$ cat src/rtl/xc_malu_pkg.sv
// Shared constants for the xc_malu writeback path: widths, FSM encoding, register-pair halves.
package xc_malu_pkg;

    localparam int unsigned XLEN  = 32;
    localparam int unsigned RD_W  = 5;
    localparam int unsigned RES_W = 2 * XLEN;

    typedef enum logic [1:0] {
        ST_IDLE  = 2'd0,
        ST_WR_LO = 2'd1,
        ST_WR_HI = 2'd2
    } wb_state_e;

    // Low bit of a register-pair address selects the half being written.
    localparam logic PAIR_LO = 1'b0;
    localparam logic PAIR_HI = 1'b1;

endpackage

$ cat src/rtl/xc_malu_wb_pair.sv
// Combinational writeback select: pair address formation, result half select, x0 detect.
module xc_malu_wb_pair #(
    parameter int unsigned XLEN = xc_malu_pkg::XLEN,
    parameter int unsigned RD_W = xc_malu_pkg::RD_W
) (
    input  logic [RD_W-1:0]   i_rd,
    input  logic [2*XLEN-1:0] i_res,
    input  logic              i_wide,
    input  logic              i_half,
    output logic [RD_W-1:0]   o_addr,
    output logic [XLEN-1:0]   o_data,
    output logic              o_zero
);

    always_comb begin
        o_addr = i_wide ? {i_rd[RD_W-1:1], i_half} : i_rd;
        o_data = i_half ? i_res[2*XLEN-1:XLEN] : i_res[XLEN-1:0];
        o_zero = (o_addr == '0);
    end

endmodule

$ cat src/rtl/xc_malu_wb.sv
// Writeback sequencer behind xc_malu: captures the 64-bit result, drains it as 1-2 register writes.
// Optional XC_MALU_WB_BYPASS_EN: single low-half writes go straight from the inputs when captured.
module xc_malu_wb #(
    parameter int unsigned XLEN = xc_malu_pkg::XLEN,
    parameter int unsigned RD_W = xc_malu_pkg::RD_W
) (
    input  logic              clock,
    input  logic              reset,
    input  logic              kill,
    input  logic              malu_valid,
    input  logic              malu_ready,
    input  logic [2*XLEN-1:0] malu_result,
    input  logic [RD_W-1:0]   op_rd,
    input  logic              op_wide,
    input  logic              op_hi,
    output logic              malu_flush,
    output logic              wb_valid,
    output logic [RD_W-1:0]   wb_addr,
    output logic [XLEN-1:0]   wb_data,
    input  logic              wb_ready,
    output logic              busy
);
    import xc_malu_pkg::*;

    wb_state_e         r_state;
    logic [2*XLEN-1:0] r_res;
    logic [RD_W-1:0]   r_rd;
    logic              r_wide;
    logic              r_hi;
    logic              r_wb_vld;
    logic [RD_W-1:0]   r_wb_addr;
    logic [XLEN-1:0]   r_wb_data;

    wb_state_e         w_nxt_state;
    logic [2*XLEN-1:0] w_nxt_res;
    logic [RD_W-1:0]   w_nxt_rd;
    logic              w_nxt_wide;
    logic              w_nxt_hi;
    logic              w_nxt_half;
    logic              w_capture;
    logic              w_bypass;
    logic              w_advance;
    logic [RD_W-1:0]   w_pair_addr;
    logic [XLEN-1:0]   w_pair_data;
    logic              w_pair_zero;

    // Next-state and capture logic; kill always wins over any progress.
    always_comb begin
        w_capture   = malu_valid && malu_ready && (r_state == ST_IDLE) && !kill;
`ifdef XC_MALU_WB_BYPASS_EN
        w_bypass    = w_capture && !op_wide && !op_hi;
`else
        w_bypass    = 1'b0;
`endif
        // A suppressed (x0) write has no valid and advances unconditionally.
        w_advance   = !r_wb_vld || wb_ready;
        w_nxt_state = r_state;
        w_nxt_res   = r_res;
        w_nxt_rd    = r_rd;
        w_nxt_wide  = r_wide;
        w_nxt_hi    = r_hi;

        if (kill) begin
            w_nxt_state = ST_IDLE;
        end else begin
            case (r_state)
                ST_IDLE: begin
                    if (w_capture) begin
                        w_nxt_res  = malu_result;
                        w_nxt_rd   = op_rd;
                        w_nxt_wide = op_wide;
                        w_nxt_hi   = op_hi;
                        if (op_wide)    w_nxt_state = ST_WR_LO;
                        else if (op_hi) w_nxt_state = ST_WR_HI;
                        else            w_nxt_state = ST_WR_LO;
                        if (w_bypass && (wb_ready || op_rd == '0)) w_nxt_state = ST_IDLE;
                    end
                end
                ST_WR_LO: if (w_advance) w_nxt_state = r_wide ? ST_WR_HI : ST_IDLE;
                ST_WR_HI: if (w_advance) w_nxt_state = ST_IDLE;
                default:  w_nxt_state = ST_IDLE;
            endcase
        end

        w_nxt_half = (w_nxt_state == ST_WR_HI) ? PAIR_HI : PAIR_LO;
    end

    // Write payload for the upcoming state is formed here and registered.
    xc_malu_wb_pair #(
        .XLEN (XLEN),
        .RD_W (RD_W)
    ) u_pair (
        .i_rd   (w_nxt_rd),
        .i_res  (w_nxt_res),
        .i_wide (w_nxt_wide),
        .i_half (w_nxt_half),
        .o_addr (w_pair_addr),
        .o_data (w_pair_data),
        .o_zero (w_pair_zero)
    );

    always_ff @(posedge clock) begin
        if (reset) begin
            r_state   <= ST_IDLE;
            r_res     <= '0;
            r_rd      <= '0;
            r_wide    <= 1'b0;
            r_hi      <= 1'b0;
            r_wb_vld  <= 1'b0;
            r_wb_addr <= '0;
            r_wb_data <= '0;
        end else begin
            r_state   <= w_nxt_state;
            r_res     <= w_nxt_res;
            r_rd      <= w_nxt_rd;
            r_wide    <= w_nxt_wide;
            r_hi      <= w_nxt_hi;
            r_wb_vld  <= (w_nxt_state != ST_IDLE) && !w_pair_zero;
            r_wb_addr <= (w_nxt_state != ST_IDLE) ? w_pair_addr : '0;
            r_wb_data <= (w_nxt_state != ST_IDLE) ? w_pair_data : '0;
        end
    end

    // Kill gates the registered request in the same cycle so no write completes under it.
    always_comb begin
        malu_flush = w_capture || (kill && malu_valid);
        busy       = (r_state != ST_IDLE);
        if (w_bypass) begin
            wb_valid = (op_rd != '0);
            wb_addr  = op_rd;
            wb_data  = malu_result[XLEN-1:0];
        end else begin
            wb_valid = r_wb_vld && !kill;
            wb_addr  = r_wb_addr;
            wb_data  = r_wb_data;
        end
    end

endmodule

$ cat config.mk
export PLATFORM = sky130hd
export DESIGN_NAME = xc_malu_wb
export DESIGN_NICKNAME = d
export VERILOG_FILES = /design/src/rtl/xc_malu_pkg.sv /design/src/rtl/xc_malu_wb_pair.sv /design/src/rtl/xc_malu_wb.sv
export SDC_FILE = /design/constraint.sdc
export NUM_CORES = 1
export LEC_CHECK = 0
export BUFFER_PORTS_ARGS = -buffer_cell sky130_fd_sc_hd__buf_2
export CAP_MARGIN = 5
export CORE_UTILIZATION = 45
export CTS_BUF_LIST = sky130_fd_sc_hd__clkbuf_2 sky130_fd_sc_hd__clkbuf_4 sky130_fd_sc_hd__clkbuf_8
export DETAILED_ROUTE_END_ITERATION = 10
export PLACE_DENSITY_LB_ADDON = 0.25
export SLEW_MARGIN = 5
export SYNTH_ARGS = -nofsm -noshare
export SYNTH_HDL_FRONTEND = slang
export SYNTH_SLANG_ARGS = --single-unit
$ cat constraint.sdc
create_clock -name clock -period 2.27 [get_ports clock]
set_input_delay 0.3405 -clock clock [delete_from_list [all_inputs] [get_ports clock]]
set_output_delay 0.3405 -clock clock [all_outputs]
set_load 0.1 [all_outputs]
==> results by stage, run 1 <==
Clock tree:
- The later-pin clock latency in the skew report is 0.37 ns.
- The maximum clock insertion buffer count is 2.
- The clock-pin slew reported for the worst setup and hold paths after clock tree synthesis is around 0.11 ns.
- In this run the post-CTS setup repair buffer count came out at 0.
- TritonCTS built the clock tree.
- The clock tree synthesis step divided the H-tree into 3 levels.
- The TritonCTS sink count is 110.
- The number of CTS-inserted buffers is 9.
- The number of buffers inserted for hold repair after clock tree synthesis is 0.
- In this run the clock root is driven by a clkbuf_8.

Placement:
- The HPWL after detailed placement is roughly 6500 um.
- Buffers placed on the I/O ports in this run total 116.
- The worst slack after detailed placement is 0.2987 ns.
- The instance area after placement is between 5000 and 6000 sq um.
- The routability congestion estimate from global placement is roughly 0.73.
- The post-placement cell count is 675.

Synthesis:
- The number of synthesis warnings is 0.
- In this run, distinct cell masters in the synthesized netlist total 31.
- For this run, the leading register cell type out of synthesis is dfxtp_1.
- After synthesis, the largest area contributor takes up roughly half of total cell area.
- The average instance in the mapped netlist occupies 9.581 sq um.
- The register bit total from synthesis is 110.
- The post-synthesis async set-or-reset flop share is 0%.
- Sequential cells were found to cover between 50% and 60% of the synthesized design area.
- The net count after synthesis is about 530.
- The synthesized netlist occupies a cell area of approximately 4400 sq um.
- Ranked by total cell area, the synthesized netlist is headed by dfxtp_1 (51%), mux2i_1 (16%), a221oi_1 (6.4%), nand2_1 (6.3%), nand2b_1 (4.9%).
- By count the netlist is led by dfxtp_1 (110), nand2_1 (73), mux2i_1 (68), nor2_1 (40), a21oi_1 (35).
- Synthesis produced between 400 and 500 cells.
- Of all cell types, the one taking the most synthesized area is dfxtp_1.
- In the post-synthesis netlist, the cell with the most instances is dfxtp_1.
- Counting flops with a built-in enable in the synthesized netlist gives 0.

Worst setup path:
- The reg-to-reg critical path startpoint is r_state[0]$_SDFF_PP0_.
- The slack of the worst reg-to-reg path is 0.35 ns.
- The signal arrival time at the worst endpoint is around 1.9 ns.
- By startpoint and endpoint, the worst setup path is classified as flip-flop to output pin.
- The category of the worst setup path launch point is a flip-flop.
- Measured in cells, the most critical reg-to-reg path has a length of 6.
- The type of destination of the critical path is an output pin.
- STA puts the critical path data required time at 1.93 ns.
- The maximum fanout along the worst path is 20.
- In this run the worst setup path begins at r_state[0]$_SDFF_PP0_.
- The critical path endpoint is malu_flush.
- In this run the critical register-to-register path is captured at wb_data[2]$_SDFF_PP0_.

Worst hold path:
- In this run the worst hold path is classified as input pin to flip-flop.

Timing:
- Setup violations remaining at the end of the flow were counted as 0.
- The headroom to the max-slew limit is ~50%.
- The number of pins exceeding their max-slew limit in the final report is 0.
- Timing would allow up to between 400 and 500 MHz.
- At the pin with the least slew margin, the transition time is roughly 0.75 ns.
- The setup slack of the critical path after layout is ~0.064 ns.
- The aggregate negative setup slack is 0 ns.
- Setup repair after global routing left no endpoint under its margin.
- The worst path uses a little over nine tenths of the clock period.
- The tightest hold path in the finished design has a slack of between 0.2 and 0.25 ns.
- The shortest period the worst path allows is roughly 2.2 ns.
- The total count of hold-check failures in the final report is 0.
- On the final layout, the worst clock skew is approximately 0.011 ns.

Detailed routing:
- The wire length reported by the detailed router is a little under 10000 um.
- The count of TritonRoute iterations in the first routing pass is 4.
- The total number of vias is approximately 3500.
- In the routed layout, each cell is associated on average with a via count of about 5.1.
- Once detail routing completed, the nets flagged for antenna violations numbered 0.
- For this run, design rule violations remaining after detail routing come to 0.
- The first routing iteration left between 100 and 150 violations.
- The mean routed wirelength per cell is ~14 um.

Floorplanning:
- The height of the chip is ~100 um.
- The initial utilization of the core area, before any placement, comes to 46.73%.
- The I/O pin total is ~120.
- The area of the die is between 10000 and 15000 sq um.
- The total area inside the core boundary comes to roughly 9300 sq um.
- The number of rows in the core area is 35.
- The chip width is roughly 100 um.

Status:
- The run finished with clean final reports.

Finish:
- Leaving out filler cells and counting taps, the final layout contains about 690.
- Cells fill 57.17% of the core in the end.
- The layout has 873 filler cells.
- Cells with a size suffix above 1 make up between 20% and 30% of the layout.
- The net count of the finished layout is 635.
- From synthesis to final layout, the design area changed by 22.33%.
- The number of antenna diodes in the final layout is 0.
- After routing the design area is ~5300 sq um.

Power and ir drop:
- The analysis attributes to cell leakage a power of ~2.4 nW.
- The maximum ir drop on the vdd rail is between 0.2 and 0.3 mV.
- Dividing total power by cell area gives a power density of between 600 and 700 nW/um^2.
- The total power is around 3.6 mW.

GRT:
- The all-layer global routing usage is 20.21%.
- The met3 track demand over resource in global routing is 3.900%.
- In this run the most used layer during global routing was met2.
- The global-route met2 utilization is between 30% and 40%.
- The initial antenna violation count is 0.
- The final global-route overflow total is 0.
- The pin count of the biggest net entering global routing is ~70.
- The via count of the first global-routing pass is 3328.
- The first global-routing pass estimated around 16000 um of wire.
- For this run, global-route usage on met1 was measured as 24.43%.

Flow run:
- The tool flagged a number of max-cap violations equal to 0.
where the power goes:
part / leakage, nW / switching, mW / internal (mW) / total, mW
Combinational: 1.36 / 0.206 / 0.156 / 0.362
Clock: 0.107 / 0.662 / 0.549 / 1.21
Sequential: 0.891 / 0.0165 / 1.97 / 1.99
Total: 2.35 / 0.884 / 2.68 / 3.56
layout by cell type, fill, tap and decap left out:
cell type,netlist,final
a211oi_1,3,3
a21boi_0,1,1
a21oi_1,35,35
a221oi_1,32,32
a311oi_1,1,1
a31oi_1,1,1
a32oi_2,1,1
and2_1,1,1
and4bb_2,1,1
buf_12,0,3
buf_16,0,1
buf_2,13,115
buf_4,1,9
bufinv_16,0,1
clkbuf_16,0,1
clkbuf_8,0,10
clkinv_2,0,1
clkinv_4,0,3
dfxtp_1,110,110
inv_1,3,3
inv_6,0,1
mux2_2,1,1
mux2i_1,68,68
nand2_1,73,72
nand2_2,0,1
nand2b_1,34,33
nand2b_2,0,1
nor2_1,40,40
nor2b_1,4,4
nor3_4,0,1
nor4_1,1,1
o21a_1,1,1
o21ai_0,1,1
o21ai_4,0,1
o31ai_4,0,1
or2_4,1,1
or3_4,0,1
or4_1,1,1
worst max-delay path: stages, from the launching register on:
cell and delay [ns]:
dfxtp_1 0.34, or2_4 0.27, or3_4 0.43, buf_16 0.19, nand2_2 0.09, buf_12 0.17
area by class of cell:
class,count,area [sq um],area share (%)
clock buffers,10,137.6,2.581
inverters,3,11.26,0.2112
repair buffers,129,755.7,14.17
clock inverters,6,70.07,1.314
well taps,129,161.4,3.027
flip-flops and latches,110,2202,41.30
multi-input cells,305,1994,37.40
worst min-delay path by stage:
stage	startpoint	to	slack, ns	cells past startpoint
2_1_floorplan	r_res[0]$_SDFF_PP0_	r_res[0]$_SDFF_PP0_	0.44	2
4_1_cts	malu_result[24]	r_res[24]$_SDFF_PP0_	0.20	3
5_1_grt	malu_result[11]	r_res[11]$_SDFF_PP0_	0.21	3
6_report	malu_result[25]	r_res[25]$_SDFF_PP0_	0.21	3
3_5_place_dp	r_res[4]$_SDFF_PP0_	r_res[4]$_SDFF_PP0_	0.45	2
3_3_place_gp	r_res[25]$_SDFF_PP0_	r_res[25]$_SDFF_PP0_	0.44	2
metal layers:
| layer | vias to the layer above | part of all wire, % |
|---|---|---|
| li1 | 1772 | - |
| met1 | 1647 | 45 |
| met2 | 79 | 50 |
| met3 | 12 | 4.1 |
| met4 | 0 | 1.6 |
| met5 | - | 0 |
state kept, by name (all words and copies together), names as in the netlist:
name and flops:
wb_data 32, r_res 64, r_wb_vld 1, r_state 2, wb_addr 5, r_rd 5, r_wide 1
logic make-up (layout without fill, tap and decap cells):
kind of cell | Yosys count | after routing | share of synthesized area [%]
and+or+nand+nor | 158 | 158 | 16.50
DFF | 110 | 110 | 50.52
AOI/OAI and AO/OA | 78 | 78 | 12.51
muxes | 69 | 69 | 15.87
buffers and inverters | 40 | 148 | 4.592
what timing repair did:
action | CTS | global route
cloned | 0 | 1
hold endpoints to repair | 0 | 0
setup endpoints to repair | 1 | 1
gates resized for setup | 2 | 2
(Power assumes the default switching activity.)
==> inputs of run 2 (changes only) <==
==> constraint.sdc (replaced) <==
create_clock -name clock -period 2.27 [get_ports clock]
set_input_delay 0.227 -clock clock [delete_from_list [all_inputs] [get_ports clock]]
set_output_delay 0.227 -clock clock [all_outputs]
set_load 0.1 [all_outputs]
==> results by stage, run 2 (same netlist as run 1, synthesis figures left out) <==
Status:
- Outcome: finished clean (unchanged).

Clock tree:
- The number of H-tree levels is 3 (unchanged).
- The CTS tree is done (unchanged).
- The number of CTS-inserted buffers is 9 (unchanged).
- The number of buffers inserted by post-CTS setup repair is 0 (unchanged).
- The TritonCTS sink count is 110 (unchanged).
- The clock-pin slew reported for the worst setup and hold paths after clock tree synthesis is 0.10 ns (was 0.11 ns).
- The maximum clock insertion buffer count is 2 (unchanged).
- The later-pin clock latency in the skew report is 0.37 ns (about the same).
- The clock tree root driver cell is clkbuf_8 (unchanged).

Finish:
- The area occupied by registers came to 2202 sq um (unchanged).
- The design area is 5274 sq um (was 5333 sq um).
- The net count of the finished layout is 636 (was 635).
- The final non-filler cell total is 693 (was 692).
- The flip-flop count of the largest register after layout is 64 (unchanged).
- The register with the highest flop count is r_res (unchanged).
- Most frequent cells in the layout: buf_2 (115), dfxtp_1 (110), nand2_1 (72), mux2i_1 (68), nor2_1 (40) (unchanged).
- The utilization after layout is 56.54% (was 57.17%).
- The share of layout cells above drive strength 1 is 27.66% (was 27.53%).
- The most common library cell in the layout ignoring fill and taps is buf_2 (unchanged).
- The relative area change from synthesis to final layout came to 20.98% (was 22.33%).
- The number of fill cells came to 887 (was 873).
- The area taken by multi-input logic gates came to 1994 sq um (unchanged).
- The count of antenna diodes in the layout is 0 (unchanged).

Worst setup path:
- The signal arrival time at the worst endpoint came to 1.92 ns (was 1.87 ns).
- The maximum fanout along the worst path is 18 (was 20).
- The kind of critical path is flip-flop to output pin (unchanged).
- The category of the worst setup path launch point is a flip-flop (unchanged).
- The worst endpoint required time is 2.04 ns (was 1.93 ns).
- The type of destination of the critical path is an output pin (unchanged).

GRT:
- The global routing's busiest layer is met2 (unchanged).
- The wire length of the first global-routing pass is 15390 um (was 15980 um).
- The fraction of met1 tracks used by global routing came to 25.54% (was 24.43%).
- The pin count of the biggest net entering global routing came to 71 (unchanged).
- The initial antenna violation count is 0 (unchanged).
- The global-route met2 utilization is 32.14% (was 35.51%).
- The final global-route overflow total was 0 (unchanged).
- The via count of the first global-routing pass was 3275 (was 3328).
- The all-layer global routing usage is 19.47% (was 20.21%).
- The met3 track demand over resource in global routing is 3.969% (was 3.900%).

Placement:
- The instance area after placement is 5067 sq um (was 5080 sq um).
- The post-placement cell count was 677 (was 675).
- The worst slack after detailed placement was 0.2754 ns (was 0.2987 ns).
- The routability congestion estimate from global placement came to 0.7862 (was 0.7273).
- The number of port buffers is 116 (unchanged).
- The HPWL after detailed placement is 6561 um (was 6520 um).

Detailed routing:
- The wire length reported by the detailed router was 9749 um (was 9898 um).
- The mean routed wirelength per cell is 14.07 um (was 14.30 um).
- The DRC violation count after routing is 0 (unchanged).
- The total number of vias is 3534 (was 3510).
- The via density per instance was 5.100 (was 5.072).
- The count of TritonRoute iterations in the first routing pass is 4 (unchanged).
- The count of antenna-violating nets left after detailed routing is 0 (unchanged).
- The number of DRC violations after detailed-routing iteration 0 is 139 (was 128).

Timing:
- The actual transition at the worst max-transition pin is 0.7507 ns (was 0.7519 ns).
- The aggregate negative setup slack is 0 ns (unchanged).
- The count of final setup violators is 0 (unchanged).
- The peak clock frequency supported by timing is 466.9 MHz (was 453.4 MHz).
- The headroom to the max-slew limit is 49.95% (was 49.88%).
- The total count of hold-check failures in the final report was 0 (unchanged).
- The post-route fraction of the period consumed by the critical path was 94.36% (was 97.16%).
- The setup slack of the critical path after layout is 0.1280 ns (was 0.06447 ns).
- Unrepaired setup endpoints after global routing: false (unchanged).
- The number of pins exceeding their max-slew limit in the final report was 0 (unchanged).
- The shortest period the worst path allows is 2.142 ns (was 2.206 ns).
- The minimum hold slack is 0.09481 ns (was 0.2088 ns).
- The worst-case clock skew was 0.01056 ns (was 0.01089 ns).

Floorplanning:
- The number of rows in the core area came to 35 (unchanged).
- The height of the chip was 100.4 um (unchanged).
- The area of the core was 9328 sq um (unchanged).
- The starting utilization of the core area is 46.73% (unchanged).
- The I/O pin total is 117 (unchanged).
- The area of the die came to 10080 sq um (unchanged).
- The chip width is 100.4 um (unchanged).

Power and ir drop:
- The total power is 3.522 mW (was 3.563 mW).
- The power density of the placed cells is 667.7 nW/um^2 (was 668.1 nW/um^2).
- The maximum ir drop on the vdd rail came to 0.4677 mV (was 0.2917 mV).
- The cell leakage power is 2.325 nW (was 2.354 nW).

Flow run:
- The max capacitance violation total is 0 (unchanged).

Worst hold path:
- The classification of the worst-slack hold path is input pin to flip-flop (unchanged).
[run 2: power by group]
group          total [mW]  switching, mW  leakage, nW  internal [mW]
combinational       0.352          0.205         1.34          0.147
clock                1.18          0.627       0.0990          0.553
sequential           1.99         0.0163        0.891           1.97
total                3.52          0.849         2.33           2.67
[run 2: layer usage]
layer  up-vias  routed length (um)
met4         0                  88
met3         8                 374
met2        82                4734
li1       1775                   -
met1      1669                4551
met5         -                   0
[run 2: final timing paths]
check / to / cells after the start / slack, ns / startpoint
worst min-delay path: r_res[6]$_SDFF_PP0_ / 3 / 0.09 / malu_result[6]
worst max register to register: wb_data[18]$_SDFF_PP0_ / 5 / 0.26 / r_state[1]$_SDFF_PP0_
worst max-delay path: malu_flush / 4 / 0.13 / r_state[1]$_SDFF_PP0_
worst min register to register: r_res[22]$_SDFF_PP0_ / 2 / 0.46 / r_res[22]$_SDFF_PP0_
[run 2: layout make-up]
type | instances | area share, %
well taps | 129 | 3.061
repair buffers | 130 | 13.29
multi-input cells | 305 | 37.82
inverters | 3 | 0.2135
clock inverters | 5 | 1.115
flip-flops and latches | 110 | 41.76
clock buffers | 11 | 2.752
[run 2: timing repair]
item,CTS,global route
hold buffers,0,0
gates resized for setup,0,1
endpoints found under the setup margin,0,1
[run 2: worst max-delay path, stage by stage (launching register included)]
cell	delay [ns]
dfxtp_1	0.35
or2_4	0.26
or3_4	0.53
nand2_2	0.10
clkbuf_4	0.32
